<file path="src/rtl/axiline_feeder.sv">
`default_nettype none
// ============================================================================
// Module   : axiline_feeder
// Brief    : Streams weights and samples into the axiline accelerator and
//            buffers its results in a 2-entry FIFO. Optional macro
//            AXILINE_FEEDER_OVF_CNT_EN adds an 8-bit dropped-result counter.
// Revision : 1.0 - initial release
// ============================================================================

`ifndef INPUT_BITWIDTH
`define INPUT_BITWIDTH 8
`endif
`ifndef BITWIDTH
`define BITWIDTH 16
`endif
`ifndef SIZE
`define SIZE 2
`endif
`ifndef NUMBER_UNIT
`define NUMBER_UNIT 2
`endif
`ifndef LOG_NUM_CYCLE
`define LOG_NUM_CYCLE 2
`endif
`ifndef NUM_CYCLE
`define NUM_CYCLE 4
`endif

module axiline_feeder #(
    parameter int inputBitwidth = `INPUT_BITWIDTH,
    parameter int bitwidth      = `BITWIDTH,
    parameter int size          = `SIZE,
    parameter int numUnit       = `NUMBER_UNIT,
    parameter int logNumCycle   = `LOG_NUM_CYCLE,
    parameter int numCycle      = `NUM_CYCLE
) (
    input  logic                                  clk,
    input  logic                                  rst,
    input  logic                                  cfg_start,
    input  logic [15:0]                           num_samples,
    input  logic                                  w_valid,
    output logic                                  w_ready,
    input  logic [inputBitwidth*size*numUnit-1:0] w_data,
    input  logic                                  x_valid,
    output logic                                  x_ready,
    input  logic [inputBitwidth*size-1:0]         x_data,
    output logic [inputBitwidth*size*numUnit-1:0] acc_data_in_w_init,
    output logic [logNumCycle-1:0]                acc_w_addr,
    output logic                                  acc_w1_en,
    output logic                                  acc_w2_en,
    output logic                                  acc_start,
    output logic                                  acc_done,
    output logic [inputBitwidth*size-1:0]         acc_data_in_x,
    input  logic                                  acc_x_ce,
    input  logic                                  acc_out_rd,
    input  logic [bitwidth*numUnit-1:0]           acc_data_out,
    output logic                                  res_valid,
    input  logic                                  res_ready,
    output logic [bitwidth*numUnit-1:0]           res_data,
    output logic                                  busy,
    output logic                                  ovf
`ifdef AXILINE_FEEDER_OVF_CNT_EN
    ,
    output logic [7:0]                            ovf_cnt
`endif
);

    localparam logic [logNumCycle-1:0] c_LAST_ADDR = logNumCycle'(numCycle - 1);

    typedef enum logic [1:0] {
        IDLE   = 2'd0,
        LOAD_W = 2'd1,
        RUN    = 2'd2,
        DRAIN  = 2'd3
    } state_t;

    state_t                     r_state;
    state_t                     w_next;
    logic [logNumCycle-1:0]     r_wcnt;
    logic [logNumCycle-1:0]     r_rcnt;
    logic [15:0]                r_scnt;
    logic [15:0]                r_num;
    logic                       r_start;
    logic                       r_done;
    logic                       r_ovf;
    logic [bitwidth*numUnit-1:0] r_mem [0:1];
    logic                       r_wptr;
    logic                       r_rptr;
    logic [1:0]                 r_cnt;

    logic w_accept, w_w_hs, w_x_hs, w_load_last, w_wrap, w_run_last;
    logic w_push_req, w_pop, w_full, w_push, w_drop;

    assign w_accept    = (r_state == IDLE) && cfg_start && (num_samples != 16'd0);
    assign w_w_hs      = (r_state == LOAD_W) && w_valid;
    assign w_x_hs      = (r_state == RUN) && x_valid && acc_x_ce;
    assign w_load_last = w_w_hs && (r_wcnt == c_LAST_ADDR);
    assign w_wrap      = w_x_hs && (r_rcnt == c_LAST_ADDR);
    assign w_run_last  = w_wrap && ((r_scnt + 16'd1) == r_num);

    // A full FIFO still accepts a push when the head leaves in the same cycle.
    assign w_push_req = acc_out_rd && ((r_state == RUN) || (r_state == DRAIN));
    assign w_pop      = res_valid && res_ready;
    assign w_full     = (r_cnt == 2'd2);
    assign w_push     = w_push_req && (!w_full || w_pop);
    assign w_drop     = w_push_req && w_full && !w_pop;

    always_comb begin
        w_next     = r_state;
        w_ready    = 1'b0;
        x_ready    = 1'b0;
        acc_w1_en  = 1'b0;
        acc_w2_en  = 1'b0;
        acc_w_addr = '0;
        case (r_state)
            IDLE:   if (w_accept) w_next = LOAD_W;
            LOAD_W: begin
                w_ready    = 1'b1;
                acc_w1_en  = w_valid;
                acc_w_addr = r_wcnt;
                if (w_load_last) w_next = RUN;
            end
            RUN: begin
                x_ready    = acc_x_ce;
                acc_w2_en  = x_valid && acc_x_ce;
                acc_w_addr = r_rcnt;
                if (w_run_last) w_next = DRAIN;
            end
            DRAIN:  if ((r_cnt == 2'd0) && !acc_out_rd) w_next = IDLE;
            default: w_next = IDLE;
        endcase
    end

    always_ff @(posedge clk) begin
        if (rst) begin
            r_state <= IDLE;
            r_wcnt  <= '0;
            r_rcnt  <= '0;
            r_scnt  <= '0;
            r_num   <= '0;
            r_start <= 1'b0;
            r_done  <= 1'b0;
        end else begin
            r_state <= w_next;
            r_start <= w_load_last;
            r_done  <= w_run_last;
            if (w_accept) begin
                r_num  <= num_samples;
                r_scnt <= '0;
            end
            if (w_w_hs) r_wcnt <= w_load_last ? '0 : r_wcnt + 1'b1;
            if (w_x_hs) begin
                r_rcnt <= w_wrap ? '0 : r_rcnt + 1'b1;
                if (w_wrap) r_scnt <= r_scnt + 16'd1;
            end
        end
    end

    always_ff @(posedge clk) begin
        if (rst) begin
            r_wptr <= 1'b0;
            r_rptr <= 1'b0;
            r_cnt  <= 2'd0;
            r_ovf  <= 1'b0;
        end else begin
            if (w_push) r_wptr <= ~r_wptr;
            if (w_pop)  r_rptr <= ~r_rptr;
            case ({w_push, w_pop})
                2'b10:   r_cnt <= r_cnt + 2'd1;
                2'b01:   r_cnt <= r_cnt - 2'd1;
                default: r_cnt <= r_cnt;
            endcase
            if (w_accept)    r_ovf <= 1'b0;
            else if (w_drop) r_ovf <= 1'b1;
        end
    end

    always_ff @(posedge clk) begin
        if (w_push) r_mem[r_wptr] <= acc_data_out;
    end

`ifdef AXILINE_FEEDER_OVF_CNT_EN
    logic [7:0] r_ovf_cnt;
    always_ff @(posedge clk) begin
        if (rst || w_accept) begin
            r_ovf_cnt <= 8'd0;
        end else if (w_drop && (r_ovf_cnt != 8'hFF)) begin
            r_ovf_cnt <= r_ovf_cnt + 8'd1;
        end
    end
    assign ovf_cnt = r_ovf_cnt;
`endif

    assign acc_data_in_w_init = w_data;
    assign acc_data_in_x      = x_data;
    assign acc_start          = r_start;
    assign acc_done           = r_done;
    assign res_valid          = (r_cnt != 2'd0);
    assign res_data           = r_mem[r_rptr];
    assign busy               = (r_state != IDLE);
    assign ovf                = r_ovf;

endmodule

`default_nettype wire

</file>
<file path="config.mk">
export PLATFORM = sky130hd
export DESIGN_NAME = axiline_feeder
export DESIGN_NICKNAME = d
export VERILOG_FILES = /design/src/rtl/axiline_feeder.sv
export SDC_FILE = /design/constraint.sdc
export NUM_CORES = 1
export LEC_CHECK = 0
export BUFFER_PORTS_ARGS = -buffer_cell sky130_fd_sc_hd__buf_2
export CORE_ASPECT_RATIO = 1.1
export CORE_UTILIZATION = 50
export DETAILED_ROUTE_END_ITERATION = 10
export GPL_TIMING_DRIVEN = 0
export PLACE_DENSITY = 0.92
export SETUP_SLACK_MARGIN = 0.4
export SLEW_MARGIN = 20
export SYNTH_ARGS = -nofsm -noshare
export SYNTH_HDL_FRONTEND = slang
export SYNTH_SLANG_ARGS = --single-unit
</file>
<file path="constraint.sdc">
create_clock -name clk -period 3.8 [get_ports clk]
set_input_delay 0 -clock clk [delete_from_list [all_inputs] [get_ports clk]]
set_output_delay 0 -clock clk [all_outputs]
set_load 0.01 [all_outputs]
</file>
==> impl_metrics.csv, run 1 <==
group,metric,value,unit
cells_and_area,fillers,695,
logic_synthesis,synth.area.top_cells,"edfxtp_1 37%, dfxtp_1 18%, buf_4 6.9%",
worst_setup_path,rrSetupSlack,0.85,ns
cells_and_area,fin_cells,814,
floorplanning,rows,38,
sta,period_minus_slack,2.95,ns
worst_setup_path,worstSetupPathType,"register to register",
global_routing,grt_max_degree,33,
sta,max_freq,0.339,GHz
floorplanning,die-height,110,µm
logic_synthesis,synth.top_cell.area_share,36.6,%
worst_setup_path,reg2reg_from,"r_state[0]",
run_status,status,"completed",
drt,ant_nets,0,
placement,routabilityCongestion,0.866,
placement,hpwl,9.10,mm
sta,setup_viol,0,
global_routing,overflow,0,
sta,maxSlewViolCount,0,
logic_synthesis,synthCells,459,
worst_setup_path,worstPathArrival,3.26,ns
worst_setup_path,start_kind,"register",
power,report.power.total,3.20,mW
clocking,clock_path_buffers,2,
logic_synthesis,ys_ff_latch,110,
cells_and_area,nets,782,
logic_synthesis,syn-cell-area,5260,µm²
power,power.leakage,2.82,nW
worst_setup_path,critPathLaunch,"r_state[0]",
clocking,cts.reportedPaths.clkPinSlew,0.11,ns
floorplanning,coreArea,10000,µm²
sta,skew,0.0152,ns
global_routing,antenna_found_initial,0,
logic_synthesis,yosysWarnings,0,
sta,fin_tns_setup,0,ns
sta,rsz0062_at_grt,"false",
job,cap_violations,0,
power,vdd_drop_max,363,µV
logic_synthesis,synth_edf_count,64,
logic_synthesis,yosysUniqueCellTypes,51,
worst_setup_path,critPathMaxFanout,10,
clocking,cts_hold_buf,53,
cells_and_area,post-route-util,69.1,%
clocking,clkSinkCount,110,
sta,period_share,77.5,%
worst_setup_path,timing.rr.end,"r_state[1]",
placement,port_buffers,145,
global_routing,grt.total_usage,25.0,%
drt,dr.pass1.iters,5,
logic_synthesis,yosys.cell_count.top_type,"edfxtp_1",
logic_synthesis,synth-async-reset-ratio,0,%
worst_setup_path,cp-end-kind,"register",
clocking,cts_tree,"done",
clocking,cts_buffers,9,
logic_synthesis,synthTopCellsByCount,"64 x edfxtp_1, 48 x buf_4, 46 x dfxtp_1",
cells_and_area,finish.instance_area,6930,µm²
cells_and_area,drive_gt1_share,39.0,%
cells_and_area,syn2layout_area_growth,31.9,%
drt,vias_per_cell,5.27,
clocking,cts_root_buf,"clkbuf_8",
drt,drc,0,
global_routing,first_global_vias,4318,
global_routing,grt_pass1_wl,20.9,mm
power,p_per_area,461,nW/µm²
drt,wl_per_cell,16.6,µm
worst_setup_path,endpoint,"r_state[1]",
sta,max-slew-margin-rel,47.6,%
logic_synthesis,ys_seq_area_share,54.1,%
floorplanning,ioPinCount,195,
drt,via_count,4289,
worst_setup_path,critical_path_required,4.12,ns
sta,hold_viol_final,0,
floorplanning,die_w,99.7,µm
worst_setup_path,r2r_cells,9,
min_path,hp-class,"primary input to register",
clocking,cts_setup_buffers,0,
floorplanning,start_util,52.4,%
logic_synthesis,yosys.area.top_type,"edfxtp_1",
floorplanning,floorplan.die_area,10900,µm²
placement,place_inst,745,
clocking,clk-insertion-delay-late,0.38,ns
placement,placed_area,6180,µm²
drt,first_iter_violations,252,
clocking,cts_max_level,3,
logic_synthesis,synth_nets,572,
cells_and_area,antenna_cells,0,
logic_synthesis,synth_top_flop_cell,"edfxtp_1",
drt,wirelength,13.5,mm
clocking,cts_resized,0,
logic_synthesis,avgSynthCellArea,11.4,µm²
sta,worst_pin_slew,0.784,ns
==> metal layers <==
metal | vias up | routed length (µm) | GRT usage [%]
met1 | 2038 | 5110 | 27.4
met2 | 197 | 7280 | 46.7
met5 | - | 0 | 0
met3 | 28 | 884 | 5.28
li1 | 2026 | - | -
met4 | 0 | 262 | 11.0
==> report_power, final <==
part	switching (mW)	internal, mW
clock	0.430	0.320
sequential	0.0704	1.40
combinational	0.501	0.481
total	1.00	2.20
==> registers in the layout, indices dropped and copies added, names as in the netlist, named ones only <==
register	flops
r_rptr	1
r_state	2
r_mem	64
r_cnt	2
r_wptr	1
r_rcnt	2
r_num	16
r_wcnt	2
r_scnt	16
ovf	1
acc_done	1
acc_start	1
==> critical path: stages, from the launching register on <==
cell	delay [ns]
dfxtp_1	0.36
inv_1	0.10
ha_1	0.35
nand4_2	0.29
or3_1	0.45
a2111o_1	0.34
nor4_2	0.29
nand4_1	0.24
a21oi_2	0.26
mux2i_1	0.20
==> cells in the final DEF (no fill, tap or decap), types with 4 or more instances in the layout <==
cell type and count:
xor2_1 6, buf_4 48, o21ai_0 25, a31oi_1 5, nor4_1 6, mux2i_1 15
a21oi_1 11, o31ai_1 7, buf_2 152, inv_1 8, nand4_1 7, edfxtp_1 64
dfxtp_1 46, nor2_1 41, clkbuf_1 12, nand2_1 19, nor3_1 6, ha_1 9
xnor2_1 19, nand3_1 7, clkbuf_8 9, buf_1 4, dlygate4sd3_1 53, mux2_2 32
==> stage by stage <==
step / hold slack, ns / worst slack [ns]
2_1_floorplan: 0.0918 / 0.917
3_3_place_gp: 0.185 / 0.235
3_5_place_dp: 0.184 / 0.893
4_1_cts: 0.0439 / 0.861
5_1_grt: 0.0928 / 0.676
6_report: 0.0641 / 0.854
==> layout make-up <==
type / count / area (µm²) / share of cell area [%]
Sequential cell: 110 / 2840 / 41.0
Multi-Input combinational cell: 270 / 1940 / 27.9
Timing Repair Buffer: 199 / 1280 / 18.4
Buffer: 71 / 455 / 6.57
Tap cell: 140 / 175 / 2.53
Clock buffer: 9 / 124 / 1.79
Clock inverter: 7 / 90.1 / 1.30
Inverter: 8 / 30.0 / 0.433
==> how the worst min path moves through the flow <==
| stage | from | to | slack (ns) | cells after the start |
|---|---|---|---|---|
| floorplan | w_data[0] | acc_data_in_w_init[0] | 0.09 | 1 |
| global placement | x_data[15] | acc_data_in_x[15] | 0.19 | 2 |
| detailed placement | x_data[15] | acc_data_in_x[15] | 0.18 | 2 |
| CTS | x_valid | r_rcnt[0] | 0.04 | 4 |
| global route | x_valid | r_rcnt[1] | 0.09 | 4 |
| finish | x_valid | r_rcnt[1] | 0.06 | 4 |
==> cells by family after synthesis <==
| logic type | Yosys count | synth area share, % |
|---|---|---|
| xor gates and xnor gates | 26 | 4.60 |
| muxes | 47 | 9.71 |
| adders and majority gates | 10 | 2.33 |
| DFF | 110 | 54.1 |
| AOI/OAI and AO/OA | 64 | 7.62 |
| buffers and inverters | 79 | 9.24 |
| and+or+nand+nor | 123 | 12.4 |
Note: power is estimated with default switching activity, not from simulation.
==> run 2: changes to the inputs <==
--- a/config.mk
+++ b/config.mk
@@ -7,10 +7,10 @@
 export LEC_CHECK = 0
 export BUFFER_PORTS_ARGS = -buffer_cell sky130_fd_sc_hd__buf_2
 export CORE_ASPECT_RATIO = 1.1
-export CORE_UTILIZATION = 50
+export CORE_UTILIZATION = 45
 export DETAILED_ROUTE_END_ITERATION = 10
 export GPL_TIMING_DRIVEN = 0
-export PLACE_DENSITY = 0.92
+export PLACE_DENSITY = 0.88
 export SETUP_SLACK_MARGIN = 0.4
 export SLEW_MARGIN = 20
 export SYNTH_ARGS = -nofsm -noshare
==> constraint.sdc (replaced) <==
create_clock -name clk -period 2.56 [get_ports clk]
set_input_delay 0 -clock clk [delete_from_list [all_inputs] [get_ports clk]]
set_output_delay 0 -clock clk [all_outputs]
set_load 0.01 [all_outputs]
==> impl_metrics.csv, run 2 (synthesis gave the netlist of run 1 again) <==
group,metric,value,unit
floorplanning,ioPinCount,195,
global_routing,first_global_vias,4251,
job,cap_violations,0,
sta,rsz0062_at_grt,"true",
clocking,clock_path_buffers,2,
floorplanning,floorplan.die_area,12100,µm²
placement,placed_area,6210,µm²
floorplanning,coreArea,11400,µm²
cells_and_area,drive_gt1_share,45.0,%
worst_setup_path,worstSetupPathType,"register to register",
run_status,status,"completed",
cells_and_area,finish.instance_area,7330,µm²
global_routing,grt_pass1_wl,20.7,mm
sta,max-slew-margin-rel,60.5,%
power,vdd_drop_max,351,µV
drt,via_count,4357,
drt,ant_nets,0,
drt,route.met2.wl,7.46,mm
global_routing,overflow,0,
worst_setup_path,worstPathCellList,"buf_4 -> buf_4 -> nand3_1 -> o21ai_0 -> a2111o_1 -> nor4_2 -> nand4_1 -> a21oi_2 -> mux2i_1",
clocking,cts_max_level,3,
clocking,clk-insertion-delay-late,0.35,ns
drt,vias_per_cell,5.19,
worst_setup_path,critPathMaxFanout,4,
cells_and_area,syn2layout_area_growth,39.4,%
global_routing,grt_max_degree,33,
worst_setup_path,cp-end-kind,"register",
placement,place_inst,754,
cells_and_area,fillers,856,
worst_setup_path,cpMaxStageDelayCell,"a2111o_1",
sta,skew,0.0107,ns
sta,period_share,88.7,%
floorplanning,die_w,105,µm
min_path,hp-class,"primary input to register",
cells_and_area,antenna_cells,0,
drt,top_layer,"met4",
placement,place_ws,-0.0970,ns
floorplanning,start_util,45.9,%
sta,hold_slack,0.0594,ns
worst_setup_path,critPathLaunch,"r_scnt[1]",
drt,dr.pass1.iters,4,
cells_and_area,top_register,"r_mem",
placement,routabilityCongestion,0.898,
worst_setup_path,crit_top_cell,"buf_4",
clocking,cts.reportedPaths.clkPinSlew,0.08,ns
sta,maxSlewViolCount,0,
drt,wirelength,13.6,mm
worst_setup_path,slowest_delay,0.47,ns
worst_setup_path,reg2reg_from,"r_scnt[1]",
sta,period_minus_slack,2.27,ns
global_routing,grt.total_usage,22.1,%
cells_and_area,mostFrequentLayoutCells,"150 x buf_2, 64 x buf_4, 64 x edfxtp_1",
min_path,min-delay-start,"res_ready",
sta,hold_viol_final,0,
clocking,cts_root_buf,"clkbuf_16",
clocking,cts_tree,"done",
drt,wl_per_cell,16.2,µm
placement,hpwl,8.98,mm
power,power.leakage,3.00,nW
global_routing,antenna_found_initial,0,
clocking,clkSinkCount,110,
sta,worst_pin_slew,0.592,ns
worst_setup_path,worstPathArrival,2.54,ns
floorplanning,rows,41,
cells_and_area,largest_reg_flops,64,
sta,max_freq,0.440,GHz
sta,layout_setup_ws,0.289,ns
cells_and_area,nets,797,
worst_setup_path,start_kind,"register",
cells_and_area,layout_commonest_cell,"buf_2",
drt,drc,0,
power,p_per_area,705,nW/µm²
floorplanning,die-height,115,µm
worst_setup_path,critical_path_required,2.83,ns
clocking,cts_buffers,9,
drt,drt-met1-wl,5.27,mm
cells_and_area,fin_cells,839,
cells_and_area,largestRegisters,"r_mem: 64 flops, r_num: 16 flops, r_scnt: 16 flops",
sta,setup_viol,0,
drt,first_iter_violations,177,
drt,wl_met3,672,µm
placement,port_buffers,145,
power,report.power.total,5.16,mW
## run 2: final timing paths
check	end	slack, ns	cells after the start
setup / recovery	r_state[1]	0.29	9
hold reg to reg	r_scnt[15]	0.50	2
setup reg to reg	r_state[1]	0.29	9
hold / removal	ovf	0.06	4
## run 2: worst max-delay path: cells and delay by family (launching register included)
kind | cells | cell delay (ns)
AND/OR/NAND/NOR | 3 | 0.54
flip-flops | 1 | 0.36
buffers and inverters | 2 | 0.26
AO/OA/AOI/OAI | 3 | 0.82
multiplexers | 1 | 0.21
## run 2: power by group
part           total [mW]  internal [mW]  switching (mW)
clock                1.40          0.716           0.689
sequential           2.18           2.07           0.108
combinational        1.58          0.775           0.803
## run 2: final cells by class
class / count / area (µm²) / share of cell area (%)
tap: 150 / 188 / 2.56
inverter: 8 / 30.0 / 0.410
timing repair buffer: 212 / 1360 / 18.5
multi-input combinational: 272 / 2120 / 28.9
clock buffer: 10 / 239 / 3.26
buffer: 71 / 477 / 6.51
sequential: 110 / 2860 / 39.0
clock inverter: 6 / 62.6 / 0.854
## run 2: repair_timing
action / CTS / global route
setup endpoints to repair: 87 / 48
hold buffers: 52 / 0
pin swaps: 12 / 9
buffers inserted: 12 / 3
hold endpoints to repair: 81 / 0
resized for setup: 24 / 28
cloned: 1 / 1
## run 2: per-stage QoR
step,utilization (%),setup TNS (ns)
global placement,54.3,-0.0301
finish,64.0,0
floorplan,-,0
CTS,63.0,0
detailed placement,54.3,-0.284
global route,64.0,0
## run 2: per-layer routing
layer / track usage (%) / vias to the layer above
met5: 0 / -
met4: 7.98 / 0
met3: 3.80 / 24
met2: 43.0 / 163
met1: 24.3 / 2108
li1: - / 2062
==> run 3: changes to the inputs <==
--- a/config.mk
+++ b/config.mk
@@ -9,8 +9,9 @@
 export CORE_ASPECT_RATIO = 1.1
 export CORE_UTILIZATION = 45
 export DETAILED_ROUTE_END_ITERATION = 10
-export GPL_TIMING_DRIVEN = 0
+export GPL_TIMING_DRIVEN = 1
 export PLACE_DENSITY = 0.88
+export RECOVER_POWER = 25
 export SETUP_SLACK_MARGIN = 0.4
 export SLEW_MARGIN = 20
 export SYNTH_ARGS = -nofsm -noshare
==> impl_metrics.csv, run 3 (synthesis gave the netlist of run 1 again) <==
group,metric,value,unit
cells_and_area,largest_reg_flops,64,
clocking,cts_max_level,3,
global_routing,overflow,0,
sta,setup_viol,0,
sta,max_freq,0.449,GHz
floorplanning,coreArea,11400,µm²
sta,fin_tns_setup,0,ns
placement,port_buffers,98,
placement,hpwl,8.02,mm
clocking,cts_buffers,9,
floorplanning,die_w,105,µm
cells_and_area,syn2layout_area_growth,24.6,%
job,cap_violations,0,
drt,first_iter_violations,244,
worst_setup_path,worstPathArrival,2.51,ns
power,vdd_drop_max,410,µV
drt,vias_per_cell,5.33,
cells_and_area,antenna_cells,0,
placement,place_ws,0.159,ns
cells_and_area,final-seq-area,2860,µm²
sta,period_share,87.0,%
drt,wirelength,12.1,mm
worst_setup_path,cp-end-kind,"register",
sta,worst_pin_slew,0.722,ns
floorplanning,die-height,115,µm
cells_and_area,largestRegisters,"r_mem: 64 flops, r_num: 16 flops, r_scnt: 16 flops",
global_routing,grt_max_degree,33,
drt,dr.pass1.iters,4,
global_routing,grt.total_usage,20.2,%
placement,routabilityCongestion,0.957,
clocking,cts.reportedPaths.clkPinSlew,0.08,ns
worst_setup_path,critPathMaxFanout,2,
clocking,clk-insertion-delay-late,0.35,ns
floorplanning,floorplan.die_area,12100,µm²
sta,maxSlewViolCount,0,
drt,via_count,3810,
drt,ant_nets,0,
clocking,cts_root_buf,"clkbuf_16",
cells_and_area,nets,673,
cells_and_area,top_register,"r_mem",
sta,max-slew-margin-rel,51.7,%
floorplanning,rows,41,
power,power.leakage,2.47,nW
cells_and_area,drive_gt1_share,33.8,%
sta,skew,0.00489,ns
global_routing,first_global_vias,3872,
run_status,status,"completed",
worst_setup_path,critical_path_required,2.84,ns
global_routing,grt_pass1_wl,19.0,mm
min_path,hp-class,"primary input to output port",
cells_and_area,layout_commonest_cell,"buf_2",
placement,placed_area,5600,µm²
cells_and_area,finish.instance_area,6550,µm²
floorplanning,ioPinCount,195,
drt,drc,0,
clocking,cts_tree,"done",
cells_and_area,fillers,920,
clocking,clock_path_buffers,2,
floorplanning,start_util,45.9,%
worst_setup_path,start_kind,"register",
sta,rsz0062_at_grt,"true",
cells_and_area,mostFrequentLayoutCells,"90 x buf_2, 64 x edfxtp_1, 49 x dlygate4sd3_1",
drt,wl_per_cell,16.9,µm
sta,layout_setup_ws,0.333,ns
sta,period_minus_slack,2.23,ns
power,p_per_area,770,nW/µm²
global_routing,antenna_found_initial,0,
clocking,clkSinkCount,110,
cells_and_area,multi_input_area,2060,µm²
worst_setup_path,worstSetupPathType,"register to register",
sta,hold_viol_final,0,
run 3: cell types whose count changed in the layout (fill, tap and decap cells not counted), moves of 2 or more:
cell	previous run	this run
dfxtp_2	4	8
buf_1	3	0
nor2_4	4	1
nor2_2	0	2
inv_8	1	4
dlygate4sd3_1	52	49
dfxtp_1	40	36
clkbuf_4	4	0
clkbuf_2	4	1
buf_4	64	10
buf_2	150	90
buf_6	0	2
inv_6	3	1
run 3: power by group:
| part | switching, mW | total (mW) | internal, mW | leakage [nW] |
|---|---|---|---|---|
| logic | 0.720 | 1.39 | 0.667 | 1.36 |
| clock network | 0.685 | 1.48 | 0.792 | 0.158 |
| registers | 0.110 | 2.18 | 2.07 | 0.957 |
run 3: per-stage QoR:
step	cells	power [mW]	hold slack, ns	utilization (%)
6_report	715	5.05	0.00000448	57.3
5_1_grt	715	5.30	0.0000151	57.3
4_1_cts	715	5.06	0.0000686	56.8
2_1_floorplan	459	3.11	0.0918	-
3_3_place_gp	645	3.44	0.0000686	49.0
3_5_place_dp	645	3.50	0.0000686	49.0
run 3: worst paths after layout:
| kind | start | end | slack, ns | depth (start not counted) |
|---|---|---|---|---|
| setup / recovery | r_scnt[0] | r_state[1] | 0.33 | 8 |
| hold / removal | x_data[13] | acc_data_in_x[13] | 0.000004 | 0 |
| setup reg to reg | r_scnt[0] | r_state[1] | 0.33 | 8 |
| hold reg to reg | r_cnt[1] | r_cnt[1] | 0.51 | 2 |
run 3: what timing repair did:
action	4_1_cts	5_1_grt
pin swaps	5	3
gates cloned	1	0
hold endpoints to repair	81	0
setup endpoints to repair	3	51
setup buffers	4	0
resized for setup	14	16
hold buffers	49	0
run 3: area by class of cell:
class,instances,area share (%)
repair buffers,160,16.6
well taps,150,2.87
clock inverters,7,1.41
flip-flops and latches,110,43.7
inverters,8,0.458
clock buffers,9,3.44
multi-input cells,271,31.5
run 3: critical path, stage by stage (launching register included):
cell	delay [ns]
dfxtp_4	0.36
ha_4	0.24
xor2_1	0.14
or3_1	0.34
a2111o_1	0.32
nor4_2	0.18
nand4_1	0.18
a21oi_2	0.21
mux2i_1	0.19
run 3: routing by layer:
layer | global-route usage [%] | share of wire (%) | vias up
met2 | 36.4 | 51 | 159
li1 | - | - | 1807
met4 | 8.36 | 1.9 | 0
met1 | 22.7 | 41 | 1812
met5 | 0 | 0 | -
met3 | 5.33 | 6.1 | 32
